**src/rtl/div_arbiter.sv**
```systemverilog
// rtl/div_arbiter.sv - two-requester arbiter and sequencer for the shared iterative divider
module div_arbiter #(
  parameter bit FAIR      = 1'b1,
  parameter int DRAIN_CYC = 2
) (
  input  logic        clk,
  input  logic        Rst_n,
  input  logic [1:0]  req_i,
  input  logic [1:0]  signed_i,
  input  logic [31:0] op1_0_i,
  input  logic [31:0] op2_0_i,
  input  logic [31:0] op1_1_i,
  input  logic [31:0] op2_1_i,
  input  logic [1:0]  annul_i,
  output logic [1:0]  grant_o,
  output logic [1:0]  done_o,
  output logic [63:0] result_o,
  output logic        div_start_o,
  output logic        div_annul_o,
  output logic        div_signed_o,
  output logic [31:0] div_op1_o,
  output logic [31:0] div_op2_o,
  input  logic [63:0] div_result_i,
  input  logic        div_ready_i
);

  localparam int CW = $clog2(DRAIN_CYC + 1);

  typedef enum logic [1:0] {IDLE, RUN, DRAIN} state_t;

  state_t        state_q;
  logic          owner_q;
  logic          last_owner_q;
  logic [CW-1:0] drain_cnt_q;
  logic [1:0]    elig_d;
  logic          owner_d;

  // An annulled requester is never eligible, even if it still shows req.
  always_comb begin
    elig_d  = req_i & ~annul_i;
    owner_d = 1'b0;
    if (elig_d == 2'b10) begin
      owner_d = 1'b1;
    end else if (elig_d == 2'b11 && FAIR) begin
      owner_d = ~last_owner_q;
    end
  end

  always_ff @(posedge clk) begin
    if (!Rst_n) begin
      state_q      <= IDLE;
      owner_q      <= 1'b0;
      last_owner_q <= 1'b1;
      drain_cnt_q  <= '0;
      grant_o      <= '0;
      done_o       <= '0;
      result_o     <= '0;
      div_start_o  <= 1'b0;
      div_annul_o  <= 1'b0;
      div_signed_o <= 1'b0;
      div_op1_o    <= '0;
      div_op2_o    <= '0;
    end else begin
      done_o      <= '0;
      div_annul_o <= 1'b0;
      case (state_q)
        IDLE: begin
          if (|elig_d) begin
            owner_q      <= owner_d;
            last_owner_q <= owner_d;
            grant_o      <= owner_d ? 2'b10 : 2'b01;
            div_start_o  <= 1'b1;
            div_signed_o <= signed_i[owner_d];
            div_op1_o    <= owner_d ? op1_1_i : op1_0_i;
            div_op2_o    <= owner_d ? op2_1_i : op2_0_i;
            state_q      <= RUN;
          end
        end
        RUN: begin
          // Abort beats a coincident ready: the flushed client must not see done.
          if (annul_i[owner_q]) begin
            div_annul_o <= 1'b1;
            div_start_o <= 1'b0;
            grant_o     <= '0;
            drain_cnt_q <= '0;
            state_q     <= DRAIN;
          end else if (div_ready_i) begin
            result_o    <= div_result_i;
            done_o      <= owner_q ? 2'b10 : 2'b01;
            div_start_o <= 1'b0;
            grant_o     <= '0;
            drain_cnt_q <= '0;
            state_q     <= DRAIN;
          end
        end
        DRAIN: begin
          if (drain_cnt_q == CW'(DRAIN_CYC - 1)) begin
            state_q <= IDLE;
          end else begin
            drain_cnt_q <= drain_cnt_q + CW'(1);
          end
        end
        default: state_q <= IDLE;
      endcase
    end
  end

endmodule

```
**config.mk**
```make
export PLATFORM = sky130hd
export DESIGN_NAME = div_arbiter
export DESIGN_NICKNAME = d
export VERILOG_FILES = /design/src/rtl/div_arbiter.sv
export SDC_FILE = /design/constraint.sdc
export NUM_CORES = 1
export LEC_CHECK = 0
export ABC_AREA = 1
export BUFFER_PORTS_ARGS = -buffer_cell sky130_fd_sc_hd__buf_4
export CAP_MARGIN = 30
export CORE_AREA = 5 5 126 128
export CTS_BUF_LIST = sky130_fd_sc_hd__clkbuf_4 sky130_fd_sc_hd__clkbuf_8
export DETAILED_ROUTE_END_ITERATION = 8
export DIE_AREA = 0 0 131 133
export GPL_TIMING_DRIVEN = 0
export PLACE_DENSITY = 0.86
export REMOVE_ABC_BUFFERS = 1
export SLEW_MARGIN = 0
export SYNTH_ARGS = -nofsm -noshare
export SYNTH_HDL_FRONTEND = slang
export SYNTH_SLANG_ARGS = --single-unit
export TNS_END_PERCENT = 50
```
**constraint.sdc**
```tcl
create_clock -name clk -period 1.6 [get_ports clk]
set_input_delay 0.24 -clock clk [delete_from_list [all_inputs] [get_ports clk]]
set_output_delay 0.24 -clock clk [all_outputs]
set_load 0.01 [all_outputs]
```
==> flow_metrics.py <==
metrics = {
    "yosys": {
        "synthTopCellsByArea": "dfxtp_1 48%, nand2_1 17%, nor2_1 8.3%",
        "synth_edf_count": 0,
        "synth_top_area_share_pct": 48.2,
        "postSynthAreaPerCell_um2": 6.97,
        "async_reset_ff_share_pct": 0,
        "synth_ff_type": "dfxtp_1",
        "syn_area_um2": 5860,
        "synth_most_common_cell": "nand2_1",
        "synthCells": 841,
        "synth_top_area_cell": "dfxtp_1",
        "synth_seq_area_share_pct": 48.2,
        "yosysWarnings": 0,
        "yosys-top-cells-count": "272 x nand2_1, 141 x dfxtp_1, 129 x nor2_1",
        "synth.distinct_cells": 22,
        "synth-seq-cells": 141,
    },
    "placed_design": {
        "io_buffer_count": 335,
        "place_inst": 1309,
        "place_area_um2": 8460,
        "hpwl_mm": 15.0,
        "gp_congestion": 0.859,
    },
    "worst_setup_path": {
        "critPathKind": "reg2reg",
        "crit_fanout": 28,
        "worst_setup_path_end_kind": "flip-flop",
        "cp.arrival_ns": 1.85,
        "startpoint_type": "flip-flop",
        "crit_required_ns": 1.94,
    },
    "die": {
        "io_pins": 336,
        "initial_core_util_pct": 39.7,
        "die_x_um": 131,
        "die-area_um2": 17400,
        "design.core.area_um2": 14800,
        "rows": 45,
        "chipHeight_um": 133,
    },
    "grt": {
        "antenna_found_initial": 0,
        "grt_overflow_total": 0,
        "grt_max_degree": 68,
        "grt_pass1_wl_mm": 31.6,
        "track_usage_pct": 23.3,
        "grt_pass1_vias": 5956,
    },
    "layout": {
        "diodes": 0,
        "area.growth.synth_to_final_pct": 54.4,
        "postLayoutCoreUtil_pct": 61.3,
        "instances_no_fill": 1353,
        "fin_nets": 1354,
        "fillCellCount": 1299,
        "drive_gt1_share_pct": 34.6,
        "fin_area_um2": 9050,
    },
    "cts": {
        "htree_levels": 4,
        "cts_sinks": 141,
        "clock_latency_ns": 0.44,
        "cts_root_buffer": "clkbuf_8",
        "clockBufferDepth": 2,
        "cts_tree": "built",
        "clk_pin_slew_worst_paths_ns": 0.09,
        "cts_buffers": 17,
    },
    "sta": {
        "fin_crit_ns": 1.51,
        "setup_viol": 0,
        "rsz0062_at_grt": "no",
        "timing.slew.headroom_pct": 44.0,
        "skew_ns": 0.0106,
        "fin_hold_ws_ns": 0.0307,
        "fmax_mhz": 661,
        "period_share_pct": 94.5,
        "hold_violations": 0,
        "tightestPinTransition_ns": 0.840,
        "timing.final.max_slew_violations": 0,
    },
    "power": {
        "powerDensity_nw_per_um2": 950,
        "leakagePower_nw": 4.34,
        "ir_drop_mv": 0.723,
    },
    "run_status": {
        "status": "completed",
    },
    "drt": {
        "drt_iter0_markers": 343,
        "avgRoutedWirePerCell_um": 16.5,
        "num_vias": 6704,
        "wl_mm": 22.3,
        "vias_per_cell": 4.95,
        "drtPass1Iterations": 5,
        "ant_nets": 0,
        "drc": 0,
    },
    "run": {
        "maxCapViolations": 0,
    },
    "hold_path": {
        "hp-class": "in2reg",
    },
}
stage by stage:
| stage | worst slack, ns | setup TNS (ns) | power, mW |
|---|---|---|---|
| after CTS | 0.0177 | 0 | 8.61 |
| after detailed placement | -0.726 | -59.02 | 5.68 |
| after floorplan | -1.85 | -181.55 | 4.66 |
| after global placement | -4.16 | -402.76 | 5.60 |
| after global routing | 0.00345 | 0 | 8.98 |
| final | 0.0873 | 0 | 8.59 |
cell type report:
class | count | area, um2 | area share [%]
Clock buffer | 19 | 255 | 2.82
Tap cell | 188 | 235 | 2.60
Timing Repair Buffer | 351 | 2760 | 30.5
Inverter | 14 | 81.3 | 0.899
Multi-Input combinational cell | 627 | 2750 | 30.4
Clock inverter | 13 | 141 | 1.56
Sequential cell | 141 | 2830 | 31.2
kinds of logic after synthesis:
family / count (synthesis) / synth area share, %
adder cells (fa/ha/maj): 1 / 0.213
AND/OR/NAND/NOR: 484 / 33.2
flip-flops: 141 / 48.2
buffers and inverters: 77 / 6.66
AO/OA/AOI/OAI: 138 / 11.8
worst paths after layout:
| check | from | to | slack, ns | depth (start not counted) |
|---|---|---|---|---|
| setup / recovery | state_q[1] | result_o[39] | 0.09 | 6 |
| hold / removal | div_result_i[60] | result_o[60] | 0.03 | 3 |
| setup reg to reg | state_q[1] | result_o[39] | 0.09 | 6 |
| hold reg to reg | div_op2_o[30] | div_op2_o[30] | 0.47 | 2 |
flip-flops by register name, indices dropped and copies added, names as in the netlist:
signal,flops
grant_o,2
div_op1_o,32
done_o,2
last_owner_q,1
div_start_o,1
div_annul_o,1
div_signed_o,1
drain_cnt_q,2
result_o,64
div_op2_o,32
state_q,2
owner_q,1
worst max-delay path, stage by stage, from the launching register on:
cell,delay [ns]
dfxtp_1,0.39
nor2_4,0.19
nand4_4,0.12
buf_4,0.19
bufbuf_16,0.31
o21ai_2,0.15
nor2_1,0.05
repair_timing:
item	CTS	global route
setup buffers	5	1
hold buffers	2	0
pin swaps	3	3
gates cloned	3	2
resized for setup	13	7
hold endpoints to repair	2	0
endpoints found under the setup margin	131	99
where the power goes:
part           switching [mW]  leakage [nW]  internal (mW)
logic                   0.970          2.99          0.892
clock network            1.42         0.196           1.45
registers               0.125          1.15           3.73
cells in the final DEF (no fill, tap or decap), drive strengths merged:
cell type,n
a21oi,74
buf,348
bufbuf,1
bufinv,2
clkbuf,19
clkinv,6
clkinvlp,3
dfxtp,141
dlygate4sd3,2
ha,1
inv,16
nand2,275
nand3,75
nand4,3
nor2,133
nor3,2
o21ai,64
layer usage:
layer | track usage (%) | up-vias | share of wire, %
met2 | 39.1 | 243 | 51
met4 | 7.54 | 0 | 2.6
li1 | - | 3323 | -
met5 | 0 | - | 0
met1 | 28.8 | 3085 | 40
met3 | 5.93 | 53 | 6.5
No activity file was read; power rests on OpenSTA's default activity.
